==> src/rtl/wfq_deq_ctrl.sv <==
// wfq_deq_ctrl: per-queue descriptor FIFOs feeding a WFQ scheduler, with a
// dequeue FSM that requests arbitration, consumes the winner and presents the
// winning head descriptor on a valid/ready output stream.
// Optional feature macro: WFQ_DEQ_PIPE_EN -- when defined, an accepted output
// chains straight into the next arbitration request, skipping IDLE.
//
// state | meaning
// IDLE  | nothing in flight; waiting for any queue to become non-empty
// WAIT  | arbitration requested; waiting for the scheduler's winner
// OUT   | head descriptor held on deq_*; waiting for deq_rdy
module wfq_deq_ctrl #(
  parameter int QUEUE_NUM_WIDTH = 2,
  parameter int DATA_WIDTH      = 16,
  parameter int FIFO_AW         = 3
) (
  input  logic                         clk,
  input  logic                         rst,
  input  logic                         enq_vld,
  input  logic [QUEUE_NUM_WIDTH-1:0]   enq_qid,
  input  logic [DATA_WIDTH-1:0]        enq_data,
  output logic                         enq_rdy,
  output logic [2**QUEUE_NUM_WIDTH-1:0] wfq_rdy,
  output logic                         wfq_sch_en,
  input  logic                         wfq_winner_vld,
  input  logic [QUEUE_NUM_WIDTH-1:0]   wfq_winner,
  output logic                         deq_vld,
  output logic [QUEUE_NUM_WIDTH-1:0]   deq_qid,
  output logic [DATA_WIDTH-1:0]        deq_data,
  input  logic                         deq_rdy,
  output logic                         err
);

  localparam int QUEUE_NUM = 2**QUEUE_NUM_WIDTH;
  localparam int DEPTH     = 2**FIFO_AW;
  localparam logic [FIFO_AW:0] CNT_FULL = {1'b1, {FIFO_AW{1'b0}}};

  typedef enum logic [1:0] {
    ST_IDLE = 2'd0,
    ST_WAIT = 2'd1,
    ST_OUT  = 2'd2
  } state_t;

  state_t state, state_nxt;

  logic [DATA_WIDTH-1:0] mem [QUEUE_NUM][DEPTH];
  logic [FIFO_AW-1:0]    wr_ptr [QUEUE_NUM];
  logic [FIFO_AW-1:0]    rd_ptr [QUEUE_NUM];
  logic [FIFO_AW:0]      cnt    [QUEUE_NUM];

  logic                  enq_fire;
  logic                  pop;
  logic                  set_err;
  logic                  deq_clr;
  logic                  sch_start;
  logic [QUEUE_NUM-1:0]  enq_hot;
  logic [QUEUE_NUM-1:0]  pop_hot;

  // enq_rdy looks at the pre-pop count, so a full queue stays closed in its pop cycle
  assign enq_rdy  = (cnt[enq_qid] != CNT_FULL);
  assign enq_fire = enq_vld & enq_rdy;

  // Non-empty flags straight from the registered counts
  always_comb begin
    wfq_rdy = '0;
    for (int i = 0; i < QUEUE_NUM; i++) begin
      wfq_rdy[i] = (cnt[i] != '0);
    end
  end

  // One-hot per-queue enqueue/pop strobes for the pointer/count update
  always_comb begin
    enq_hot = '0;
    pop_hot = '0;
    if (enq_fire) enq_hot[enq_qid] = 1'b1;
    if (pop)      pop_hot[wfq_winner] = 1'b1;
  end

  // FSM state register
  always_ff @(posedge clk) begin
    if (rst) state <= ST_IDLE;
    else     state <= state_nxt;
  end

  // FSM next state, pop strobe and error detection
  always_comb begin
    state_nxt = state;
    pop       = 1'b0;
    set_err   = 1'b0;
    deq_clr   = 1'b0;
    case (state)
      ST_IDLE: begin
        if (|wfq_rdy) state_nxt = ST_WAIT;
      end
      ST_WAIT: begin
        if (wfq_winner_vld) begin
          if (wfq_rdy[wfq_winner]) begin
            pop       = 1'b1;
            state_nxt = ST_OUT;
          end else begin
            set_err   = 1'b1;
            state_nxt = ST_IDLE;
          end
        end
      end
      ST_OUT: begin
        if (deq_rdy) begin
          deq_clr = 1'b1;
`ifdef WFQ_DEQ_PIPE_EN
          // counts already reflect this output's pop, so wfq_rdy is post-pop here
          state_nxt = (|wfq_rdy) ? ST_WAIT : ST_IDLE;
`else
          state_nxt = ST_IDLE;
`endif
        end
      end
      default: state_nxt = ST_IDLE;
    endcase
    if (wfq_winner_vld && (state != ST_WAIT)) set_err = 1'b1;
  end

  // Arbitration request fires on entry to WAIT only
  assign sch_start = (state_nxt == ST_WAIT) && (state != ST_WAIT);

  // Registered request pulse, output descriptor and sticky error
  always_ff @(posedge clk) begin
    if (rst) begin
      wfq_sch_en <= 1'b0;
      deq_vld    <= 1'b0;
      deq_qid    <= '0;
      deq_data   <= '0;
      err        <= 1'b0;
    end else begin
      wfq_sch_en <= sch_start;
      if (pop) begin
        deq_vld  <= 1'b1;
        deq_qid  <= wfq_winner;
        deq_data <= mem[wfq_winner][rd_ptr[wfq_winner]];
      end else if (deq_clr) begin
        deq_vld  <= 1'b0;
      end
      if (set_err) err <= 1'b1;
    end
  end

  // Per-queue pointers and counts; simultaneous enqueue and pop leave count unchanged
  always_ff @(posedge clk) begin
    if (rst) begin
      for (int i = 0; i < QUEUE_NUM; i++) begin
        wr_ptr[i] <= '0;
        rd_ptr[i] <= '0;
        cnt[i]    <= '0;
      end
    end else begin
      for (int i = 0; i < QUEUE_NUM; i++) begin
        if (enq_hot[i]) wr_ptr[i] <= wr_ptr[i] + 1'b1;
        if (pop_hot[i]) rd_ptr[i] <= rd_ptr[i] + 1'b1;
        case ({enq_hot[i], pop_hot[i]})
          2'b10:   cnt[i] <= cnt[i] + 1'b1;
          2'b01:   cnt[i] <= cnt[i] - 1'b1;
          default: cnt[i] <= cnt[i];
        endcase
      end
    end
  end

  // Descriptor storage; contents are only visible through the counts, so no reset
  always_ff @(posedge clk) begin
    if (enq_fire) mem[enq_qid][wr_ptr[enq_qid]] <= enq_data;
  end

endmodule

==> config.mk <==
export PLATFORM = sky130hd
export DESIGN_NAME = wfq_deq_ctrl
export DESIGN_NICKNAME = d
export VERILOG_FILES = /design/src/rtl/wfq_deq_ctrl.sv
export SDC_FILE = /design/constraint.sdc
export NUM_CORES = 1
export LEC_CHECK = 0
export BUFFER_PORTS_ARGS = -buffer_cell sky130_fd_sc_hd__buf_2
export CELL_PAD_IN_SITES_DETAIL_PLACEMENT = 0
export CELL_PAD_IN_SITES_GLOBAL_PLACEMENT = 1
export CORE_UTILIZATION = 48
export CTS_CLUSTER_DIAMETER = 150
export DETAILED_ROUTE_END_ITERATION = 10
export GPL_TIMING_DRIVEN = 1
export PLACE_DENSITY = 0.75
export SETUP_SLACK_MARGIN = 0.15
export SLEW_MARGIN = 25
export SYNTH_ARGS = -nofsm -noshare
export SYNTH_HDL_FRONTEND = slang
export SYNTH_SLANG_ARGS = --single-unit
==> constraint.sdc <==
create_clock -name clk -period 9.25 [get_ports clk]
set_input_delay 0.925 -clock clk [delete_from_list [all_inputs] [get_ports clk]]
set_output_delay 0.925 -clock clk [all_outputs]
set_load 0.05 [all_outputs]
# ---- Yosys cells after proc, flatten, opt, wreduce, memory -nomap -nowiden
# Memories as Yosys holds them, arrays and structs flattened.
# Cells that the tools add are included.
dict set report classes {
  n_addsub 16
  magnitude_cmp 7
  eq_ne 13
  n_mux 113
  bitwise_logic 23
  n_reduce_logical 16
}
# cell count
set ops {}
lappend ops {{128-bit two-way mux} 1}
lappend ops {{1-bit two-way mux} 77}
lappend ops {{4-bit two-way mux} 14}
lappend ops {{16-bit binary-select mux with 3-bit select} 1}
lappend ops {{16-bit demux with 3-bit select} 1}
lappend ops {{16-bit two-way mux} 3}
lappend ops {{3-bit by 1-bit adder with 3-bit output, second input constant} 8}
lappend ops {{3-bit two-way mux} 8}
lappend ops {{1-bit OR} 20}
lappend ops {{4-bit by 1-bit adder with 4-bit output, second input constant} 4}
lappend ops {{4-bit nonzero test} 4}
lappend ops {{4-bit by 1-bit subtractor with 4-bit output, second input constant} 4}
lappend ops {{2-bit by 1-bit equality test with 1-bit output, second input constant} 6}
lappend ops {{2-bit equality test, second input constant} 5}
lappend ops {{4-bit >= comparator, second input constant} 2}
lappend ops {{2-bit two-way mux} 4}
lappend ops {{3-bit inverter with 4-bit output} 2}
lappend ops {{2-bit OR reduction} 4}
lappend ops {{2-bit by 3-bit < comparator with 1-bit output, second input constant} 2}
lappend ops {{2-bit one-hot mux with 3 select lines} 1}
lappend ops {{1-bit logical AND} 5}
lappend ops {{1-bit demux with 2-bit select} 2}
lappend ops {{2-bit by 1-bit >= comparator with 1-bit output, second input constant} 2}
lappend ops {{4-bit by 1-bit < comparator with 1-bit output, second input constant} 1}
lappend ops {{7 further kinds} 7}
dict set report word_totals {
  reg_bits 23
  mem_bits_rw 552
  input_bits 25
  output_inout_bits 26
  word_cells 198
  mem_count 4
}
# memory words word_bits read_ports rd_clocked_by_memory_dff write_ports line
set mem_list {}
lappend mem_list {mem 4 128 1 0 1 45} ;# logic [DATA_WIDTH-1:0] mem [QUEUE_NUM][DEPTH];
lappend mem_list {cnt 4 4 5 0 4 48} ;# logic [FIFO_AW:0] cnt [QUEUE_NUM];
lappend mem_list {rd_ptr 4 3 5 0 4 47} ;# logic [FIFO_AW-1:0] rd_ptr [QUEUE_NUM];
lappend mem_list {wr_ptr 4 3 5 0 4 46} ;# logic [FIFO_AW-1:0] wr_ptr [QUEUE_NUM];

# ---- Longest topological paths before layout
# Gate-level depths: netlist of the first run.
dict set report logic_depth {
  depth_word 14
  ltp_mapped 16
  depth_no_buf 14
}

# ---- Worst setup path after synthesis of the first run
# Ideal clock, no wire load.
dict set report synth_timing {
  path_type {input to register}
  startpoint {input wfq_winner[0]}
  endpoint {memory cnt[0][2] in the netlist's numbering, data pin}
  setup_time_ps 254
  arrival_ps 3301
  t_required_ps 8996
  setup_slack_ps 5695
  stages 16
  n_path_buf 4
  cell_sequence {clkbuf_2 -> buf_4 -> buf_4 -> nor2_1 -> a22oi_4 -> nand3_2 -> buf_4 -> nor3_1 -> ha_1 -> nand2b_1 -> xnor2_1 -> ha_1 -> nor3_1 -> a21oi_1 -> xor2_1 -> nor2_1}
}
# element line
set synth_rtl {}
lappend synth_rtl {{start: declaration} 25} ;# input logic [QUEUE_NUM_WIDTH-1:0] wfq_winner,
lappend synth_rtl {{end: declaration} 48}

==> out/results.ini, run 1 <==
[timing]
fin_crit_ns=4.301
relSlewSlack_pct=31.77
setup_viol_count_final=0
fin_ws_ns=4.949
finalHoldViolations=0
max_freq_mhz=232.5
slew_viol_final=0
fin_crit_sh_pct=46.49
tightest_slew_ns=1.014
rsz0062_at_grt=no
fin_skew_ns=0.02140
setup-tns-final_ns=0

[power_and_ir_drop]
peakVddDrop_v=0.0001466
p_leak_nw=8.550
powerDensity_nw_per_um2=213.7

[hold_path]
min_from=deq_vld
whs_path_depth=2
hold_path_class=reg2reg

[synth]
avgSynthCellArea_um2=19.86
synth_adder_area_share_pct=1.133
ys_seq_elements=575
synth_compound_area_share_pct=1.445
synth_area_um2=23200
ys_warn_count=0
yosys.area.top_type=edfxtp_1
ys.flop_type=edfxtp_1
ys_types=50
yosysSeqAreaShare_pct=73.43
synth_enable_flop_cells=552
synthTopCellsByArea=edfxtp_1, mux4_2, mux2i_1
synth_top_area_share_pct=71.44
async_flop_share_pct=0
synth_simple_gate_area_share_pct=4.120
yosys-top-cells-count=edfxtp_1, mux4_2, mux2i_1, nor2_1, nor3_1
muxShareOfSynthArea_pct=17.37
synth_top_family_by_area=multiplexers
yosysMostFrequentCell=edfxtp_1
synth_xor_area_share_pct=0.6795
synthCells=1168
syn_nets=1214

[worst_setup_path]
crit_path_end_kind=flop
path_delay_family=buffers and inverters
reg2reg_from=cnt[3][0]
cp.arrival_ns=4.65
required_ns=9.60
path_class=in2reg
path_max_fanout=50
worstSetupStartpointType=input port
timing.critical_path.buf_inv=2
cp.depth=14
path_cells=buf_8 > buf_4 > nand2_1 > o221a_1 > nand3_2 > nor3_1 > ha_1 > nand2b_1 > xnor2_1 > ha_1 > nor3_1 > a21oi_1 > xor2_1 > nor2_1
startpoint=wfq_winner[0]
cpMaxStageDelayCell=buf_4
slowest_delay_ns=0.77
r2r_cells=14

[place]
gp_congestion=0.8406
dpl.hpwl_um=29900
place_ws_ns=4.255
portBuffers=50

[drt]
routed-wl-met2_um=23550
first_iter_violations=1229
ant_nets=0
dr.max_layer_used=met4
dr_total_vias=11263
wl_met1_um=21670
wl_per_cell_um=26.54
drc=0
met3_length_um=3812
drt-vias-per-instance=5.928
wl_um=50420
first_pass_iters=5

[global_route]
grt_pass1_vias=11425
grt_overflow=0
gr-usage-all-layers_pct=21.14
antenna_found_initial=0
grt_max_degree=51
grt_pass1_wl_um=75410

[final_layout]
nets=1288
drive_above_1_share_pct=26.30
area_growth_syn_to_layout_pct=12.27
fillers=3610
antennaDiodeCount=0

[cts]
clock_path_buffers=3
numCtsBuffers=56
clk_latency_ns=0.62
cts_sinks=575
ctsHoldBuffers=0
cts_setup_buffers=0
cts.clk_slew.worst_paths_ns=0.06
cts_max_level=2
cts_root_buffer=clkbuf_16
cts_tree=done
cts_resized=0

[floorplan]
die_h_um=221.9
die_x_um=221.9
ios=51
die_area_um2=49220
rows=80
start_util_pct=48.59
core_area_um2=47750

[status]
outcome=finished clean

[flow_run]
drv_cap=0

-- cells in the final DEF, fill, tap and decap left out, types with 20 or more instances in the layout --
cell type	Yosys	final
mux2i_1	100	100
inv_1	22	22
mux4_2	133	132
ha_1	21	21
nor2_2	0	20
buf_4	6	25
buf_2	25	48
nor2_1	71	39
edfxtp_1	552	552
clkbuf_16	0	56
dfxtp_1	23	23
nor3_1	36	36
-- worst paths after layout --
check	to	slack (ns)
hold / removal	deq_vld	0.47
hold reg to reg	deq_vld	0.47
setup reg to reg	cnt[0][2]	5.38
setup / recovery	cnt[0][2]	4.95
-- power by group --
part / switching [mW] / internal (mW) / total, mW / leakage, nW
Sequential: 0.0256 / 2.90 / 2.92 / 5.21
Combinational: 0.254 / 0.136 / 0.391 / 2.45
Clock: 0.944 / 1.31 / 2.25 / 0.882
-- registers in the layout, indices dropped and copies added, names as in the netlist, 2 cells and up --
| signal | flops |
|---|---|
| deq_qid | 2 |
| mem | 512 |
| cnt | 16 |
| wr_ptr | 12 |
| deq_data | 16 |
| state | 2 |
| rd_ptr | 12 |
-- stage by stage --
stage	total power, mW	cells	util (%)	hold slack (ns)	instance area [um2]
CTS	5.605	1900	54.54	0.4646	26040
global route	5.730	1900	54.56	0.5257	26050
finish	5.566	1900	54.56	0.4652	26050
floorplan	3.228	1168	-	0.5131	23200
global placement	3.363	1799	50.65	0.4687	24180
detailed placement	3.372	1799	50.77	0.4561	24240
-- final cells by class --
type                       instances  area, um2  area share [%]
sequential                       575      17040           65.40
multi-input combinational        509       5891           22.61
clock buffer                      75       1513           5.807
tap                              615      769.5           2.954
timing repair buffer              76      465.4           1.787
clock inverter                    26      284.0           1.090
inverter                          24      90.09          0.3458
-- kinds of logic after synthesis --
kind of cell | count (synthesis)
AO/OA/AOI/OAI | 50
multiplexers | 236
flip-flops | 575
AND/OR/NAND/NOR | 184
XOR/XNOR | 18
adder cells (fa/ha/maj) | 21
buffers and inverters | 84
-- worst register-to-register path, delay by kind of cell, from the launching register on --
family          cells  cell delay (ns)
compound gates      2             0.79
fa+ha+maj           3             0.68
flops               1             0.44
buf+inv             1             0.07
simple gates        6             1.35
xor+xnor            2             0.29
-- layer usage --
| metal | track usage (%) | vias up |
|---|---|---|
| met1 | 30.15 | 5874 |
| met5 | 0 | - |
| li1 | - | 4924 |
| met3 | 4.572 | 78 |
| met2 | 32.53 | 387 |
| met4 | 7.191 | 0 |
Note: power is estimated with default switching activity, not from simulation.
==> run 2: changes to the inputs <==
==> constraint.sdc (replaced) <==
create_clock -name clk -period 4.3 [get_ports clk]
set_input_delay 0.43 -clock clk [delete_from_list [all_inputs] [get_ports clk]]
set_output_delay 0.43 -clock clk [all_outputs]
set_load 0.05 [all_outputs]
==> run 2 against run 1 <==
  * Count of clock-buffer cells in the layout shrank 6
  * Largest power group unchanged
  * Sequential cell count is the same
  * Non-clock buffer count grew 18
  * Critical path type is now reg2reg
  * Critical endpoint unchanged
  * Setup slack lost 4.0 ns
  * Via count grew 1.3%
  * Routed wire length shrank 0.83%
  * First-iteration DRC count shrank 15%
  * Clock power grew 110%
==> out/results.ini, run 2 (same netlist as run 1, synthesis figures left out) <==
[status]
outcome=finished clean  ; unchanged

[worst_setup_path]
required_ns=4.65  ; was 9.60 ns
timing.critical_path.buf_inv=1  ; was 2
crit_top_cell=ha_1
path_max_fanout=15  ; was 50
crit_path_end_kind=flop  ; unchanged
cpMaxStageDelayCell=or3b_2  ; was buf_4
reg2reg_from=cnt[3][0]  ; unchanged
startpoint=cnt[3][0]  ; was wfq_winner[0]
cp.arrival_ns=3.73  ; was 4.65 ns
slowest_delay_ns=0.50  ; was 0.77 ns
path_class=reg2reg  ; was in2reg
worstSetupStartpointType=flop  ; was input port
path_delay_family=simple AND/OR/NAND/NOR gates  ; was buffers and inverters
path_cells=inv_1 > ha_1 > or3b_2 > o221a_1 > nand3_2 > nor3_1 > ha_1 > nand2b_1 > xnor2_1 > ha_1 > nor3_1 > a21oi_1 > xor2_1 > nor2_1  ; was buf_8 > buf_4 > nand2_1 > o221a_1 > nand3_2 > nor3_1 > ha_1 > nand2b_1 > xnor2_1 > ha_1 > nor3_1 > a21oi_1 > xor2_1 > nor2_1

[floorplan]
core_area_um2=47750  ; unchanged
die_h_um=221.9  ; unchanged
start_util_pct=48.59  ; unchanged
die_area_um2=49220  ; unchanged
die_x_um=221.9  ; unchanged
ios=51  ; unchanged
rows=80  ; unchanged

[final_layout]
utilization_pct=54.63  ; was 54.56%
fillers=3611  ; was 3610
final_common_cell=edfxtp_1  ; unchanged
area_growth_syn_to_layout_pct=12.42  ; was 12.27%
final_cell_mix=edfxtp_1, mux4_2, mux2i_1, clkbuf_16, buf_2  ; unchanged
largest_reg_flops=512  ; unchanged
fin_cells=1917  ; was 1900
antennaDiodeCount=0  ; unchanged
nets=1306  ; was 1288
drive_above_1_share_pct=27.27  ; was 26.30%

[timing]
setup-tns-final_ns=0  ; unchanged
slew_viol_final=0  ; unchanged
fin_skew_ns=0.01847  ; was 0.02140 ns
whs_ns=0.1477  ; was 0.4652 ns
finalHoldViolations=0  ; unchanged
setup_viol_count_final=0  ; unchanged
fin_crit_sh_pct=78.58
max_freq_mhz=295.9
rsz0062_at_grt=no  ; unchanged
fin_crit_ns=3.379
tightest_slew_ns=0.9977  ; was 1.014 ns
relSlewSlack_pct=33.48  ; was 31.77%

[place]
dp.cells=1817  ; was 1799
portBuffers=50  ; unchanged
dpl.hpwl_um=28930  ; was 29900 um
gp_congestion=0.8065  ; was 0.8406

[drt]
dr.max_layer_used=met4  ; unchanged
ant_nets=0  ; unchanged
drc=0  ; unchanged
wl_um=50000  ; was 50420 um
first_iter_violations=1043  ; was 1229
dr_total_vias=11404  ; was 11263
drt-vias-per-instance=5.949  ; was 5.928
met3_length_um=2948  ; was 3812 um
first_pass_iters=5  ; unchanged
wl_per_cell_um=26.08  ; was 26.54 um
wl_met1_um=21790  ; was 21670 um
routed-wl-met2_um=24140  ; was 23550 um

[cts]
ctsHoldBuffers=0  ; unchanged
cts_max_level=2  ; unchanged
cts.clk_slew.worst_paths_ns=0.06  ; about the same
cts_setup_buffers=0  ; unchanged
numCtsBuffers=56  ; unchanged
cts_sinks=575  ; unchanged
cts_root_buffer=clkbuf_16  ; unchanged
clock_path_buffers=3  ; unchanged
cts_tree=done  ; unchanged
clk_latency_ns=0.60  ; was 0.62 ns
cts_resized=0  ; unchanged

[flow_run]
drv_cap=0  ; unchanged

[global_route]
antenna_found_initial=0  ; unchanged
grt_pass1_vias=11410  ; was 11425
grt_overflow=0  ; unchanged
grt_pass1_wl_um=74310  ; was 75410 um
gr-usage-all-layers_pct=20.73  ; was 21.14%
grt_max_degree=135  ; was 51

[hold_path]
hold_path_class=in2reg  ; was reg2reg
min_from=deq_rdy  ; was deq_vld

[power_and_ir_drop]
peakVddDrop_v=0.0003309  ; was 0.0001466 V
p_leak_nw=8.613  ; was 8.550 nW
powerDensity_nw_per_um2=452.5  ; was 213.7 nW/um2

[run 2: cell count changes in the layout (fill, tap and decap cells not counted)]
cell        before  now
nor2_2          20   32
bufinv_16        6    5
buf_6            2    1
nor4_2           1    0
nor4_1           2    3
clkbuf_1        15   13
clkinv_1        10   11
buf_12           0    2
clkbuf_8         4    0
clkinvlp_4       0    3
clkinv_2         9   11
nor2_4          12    0
buf_4           25   42
[run 2: path summary, 6_finish.rpt]
path	to	slack, ns	cells past startpoint
min	state[1]	0.15	3
min reg2reg	err	0.47	2
max	cnt[0][2]	0.92	14
max reg2reg	cnt[0][2]	0.92	14
[run 2: metrics by stage]
step,total power [mW],setup WS [ns],area [um2]
finish,11.80,0.9210,26080
global route,12.16,0.5863,26080
CTS,11.90,0.8771,26080
detailed placement,7.243,0.8819,24340
global placement,7.228,0.8869,24340
floorplan,6.943,0.8854,23200
[run 2: tightest hold or removal path, cell delays in order]
cell	delay, ns
buf_2	0.09
or3b_2	0.11
a21oi_1	0.05
[run 2: cell type report]
cell class | count | area [um2] | share of cell area, %
multi-input cells | 509 | 5824 | 22.33
clock buffers | 69 | 1450 | 5.560
clock inverters | 31 | 290.3 | 1.113
flip-flops and latches | 575 | 17040 | 65.32
inverters | 24 | 90.09 | 0.3454
well taps | 615 | 769.5 | 2.950
repair buffers | 94 | 621.8 | 2.384
[run 2: power by group]
group          internal (mW)  switching [mW]
Combinational          0.304           0.525
Sequential              6.23          0.0551
Clock                   2.68            2.00
[run 2: routing by layer]
layer / GRT usage (%) / vias up
met5: 0 / -
met4: 5.914 / 0
met3: 2.664 / 73
met2: 33.43 / 370
met1: 29.91 / 6008
li1: - / 4953
==> run 3: changes to the inputs <==
==> constraint.sdc (replaced) <==
create_clock -name clk -period 3.35 [get_ports clk]
set_input_delay 0.335 -clock clk [delete_from_list [all_inputs] [get_ports clk]]
set_output_delay 0.335 -clock clk [all_outputs]
set_load 0.05 [all_outputs]
==> run 3 against run 2 <==
  * Die area unchanged
  * Sequential share of layout area down 1.2 points
  * Cell count up 1.6%
==> out/results.ini, run 3 (same netlist as run 1, synthesis figures left out) <==
[status]
outcome=finished clean  ; unchanged

[worst_setup_path]
worstSetupStartpointType=flop  ; unchanged
path_class=reg2reg  ; unchanged
crit_path_end_kind=flop  ; unchanged
reg2reg_to=cnt[2][2]  ; was cnt[0][2]
required_ns=3.73  ; was 4.65 ns
reg2reg_from=cnt[0][1]  ; was cnt[3][0]
rrSetupSlack_ns=0.26  ; was 0.92 ns
cp.arrival_ns=3.47  ; was 3.73 ns
path_max_fanout=6  ; was 15
r2r_cells=12  ; was 14

[drt]
wl_per_cell_um=26.40  ; was 26.08 um
dr_total_vias=11492  ; was 11404
ant_nets=0  ; unchanged
drt-vias-per-instance=5.902  ; was 5.949
wl_um=51400  ; was 50000 um
first_pass_iters=7  ; was 5
drc=0  ; unchanged
first_iter_violations=1201  ; was 1043

[floorplan]
die_x_um=221.9  ; unchanged
start_util_pct=48.59  ; unchanged
die_h_um=221.9  ; unchanged
die_area_um2=49220  ; unchanged
ios=51  ; unchanged
core_area_um2=47750  ; unchanged
rows=80  ; unchanged

[final_layout]
drive_above_1_share_pct=30.41  ; was 27.27%
antennaDiodeCount=0  ; unchanged
nets=1331  ; was 1306
final_common_cell=edfxtp_1  ; unchanged
fin_cells=1947  ; was 1917
largest_reg_flops=512  ; unchanged
fillers=3582  ; was 3611
multi_input_area_um2=5948  ; was 5824 um2
stdcell_area_um2=26550  ; was 26080 um2
regArea_um2=17040  ; unchanged
final_cell_mix=edfxtp_1, mux4_2, mux2i_1, buf_4, clkbuf_16  ; was edfxtp_1, mux4_2, mux2i_1, clkbuf_16, buf_2
utilization_pct=55.61  ; was 54.63%
area_growth_syn_to_layout_pct=14.44  ; was 12.42%

[cts]
clk_latency_ns=0.64  ; was 0.60 ns
numCtsBuffers=57  ; was 56
cts.clk_slew.worst_paths_ns=0.06  ; about the same
cts_sinks=575  ; unchanged
clock_path_buffers=3  ; unchanged
cts_tree=done  ; unchanged
cts_root_buffer=clkbuf_16  ; unchanged
cts_max_level=2  ; unchanged

[timing]
tightest_slew_ns=0.9420  ; was 0.9977 ns
rsz0062_at_grt=no  ; unchanged
fin_crit_sh_pct=92.16  ; was 78.58%
max_freq_mhz=323.9  ; was 295.9 MHz
setup_viol_count_final=0  ; unchanged
finalHoldViolations=0  ; unchanged
slew_viol_final=0  ; unchanged
fin_skew_ns=0.03449  ; was 0.01847 ns
setup-tns-final_ns=0  ; unchanged
fin_crit_ns=3.088  ; was 3.379 ns
relSlewSlack_pct=37.20  ; was 33.48%

[hold_path]
hold_path_class=in2reg  ; unchanged
min_from=wfq_winner[1]  ; was deq_rdy
whs_path_depth=3  ; unchanged
whs_endpoint=deq_qid[1]  ; was state[1]

[global_route]
gr-usage-all-layers_pct=21.24  ; was 20.73%
grt_max_degree=96  ; was 135
grt_overflow=0  ; unchanged
grt_pass1_wl_um=75610  ; was 74310 um
grt_pass1_vias=11558  ; was 11410
antenna_found_initial=4  ; was 0

[place]
portBuffers=50  ; unchanged
gp_congestion=0.8238  ; was 0.8065
dp.cells=1825  ; was 1817
dpl.hpwl_um=29590  ; was 28930 um
placed_cell_area_um2=24520  ; was 24340 um2

[power_and_ir_drop]
powerDensity_nw_per_um2=582.5  ; was 452.5 nW/um2
peakVddDrop_v=0.0004292  ; was 0.0003309 V
p_leak_nw=8.865  ; was 8.613 nW

[flow_run]
drv_cap=0  ; unchanged

==> run 3: cell count changes in the layout (fill, tap and decap cells not counted), moves of 3 or more <==
cell      previous run  this run
buf_12               2         5
buf_4               42        61
clkbuf_8             0         6
ha_1                21        17
ha_4                 0         3
nand2b_1             9         6
nand2b_4             0         3
xnor2_1             14        11
xnor2_2              0         3
==> run 3: routing by layer <==
| metal | wire length [um] | part of all wire [%] | GRT usage [%] | up-vias |
|---|---|---|---|---|
| li1 | - | - | - | 5001 |
| met1 | 21650 | 42 | 29.85 | 6042 |
| met2 | 24940 | 49 | 33.80 | 375 |
| met3 | 3632 | 7.1 | 4.347 | 70 |
| met4 | 1153 | 2.2 | 6.272 | 4 |
| met5 | 24 | 0.047 | 0 | - |
==> run 3: worst max path at each step <==
stage / slack (ns) / endpoint / from
3_3_place_gp: 0.29 / cnt[1][2] / cnt[3][0]
4_1_cts: 0.17 / cnt[0][2] / cnt[3][0]
3_5_place_dp: 0.21 / cnt[0][2] / cnt[3][0]
5_1_grt: 0.14 / cnt[0][2] / cnt[3][0]
2_1_floorplan: 0.14 / cnt[1][2] / cnt[3][2]
6_report: 0.26 / cnt[2][2] / cnt[0][1]
==> run 3: final cells by class <==
class,count,share of cell area [%]
Sequential cell,575,64.16
Multi-Input combinational cell,509,22.40
Clock buffer,75,5.853
Timing Repair Buffer,118,3.162
Tap cell,615,2.898
Clock inverter,31,1.183
Inverter,24,0.3393
==> run 3: critical path, stage by stage, from the launching register on <==
cell and delay, ns:
edfxtp_1 0.47, or4b_4 0.56, mux4_2 0.48, and2_4 0.22
nand2_2 0.11, ha_4 0.16, nand2b_4 0.08, xnor2_2 0.14
ha_2 0.20, nor3_2 0.17, a21oi_2 0.05, xor2_1 0.14
nor2_1 0.06
==> run 3: metrics by stage <==
stage               worst slack, ns  hold WS [ns]  power (mW)
floorplan                    0.1415        0.4339       8.919
global placement             0.2867        0.4416       9.302
detailed placement           0.2109        0.4452       9.327
CTS                          0.1715        0.1129       15.58
global route                 0.1401        0.1557       15.94
finish                       0.2625        0.1600       15.47
==> run 3: report_power, final <==
group	switching, mW	internal [mW]
registers	0.0616	8.00
logic	0.714	0.426
clock network	2.68	3.59
total	3.45	12.0
==> run 3: what timing repair did <==
| action | CTS | global route |
|---|---|---|
| gates resized for setup | 0 | 9 |
| setup buffers | 0 | 15 |
| endpoints found under the setup margin | 0 | 3 |
| endpoints found under the hold margin | 1 | 0 |
| hold buffers | 1 | 0 |
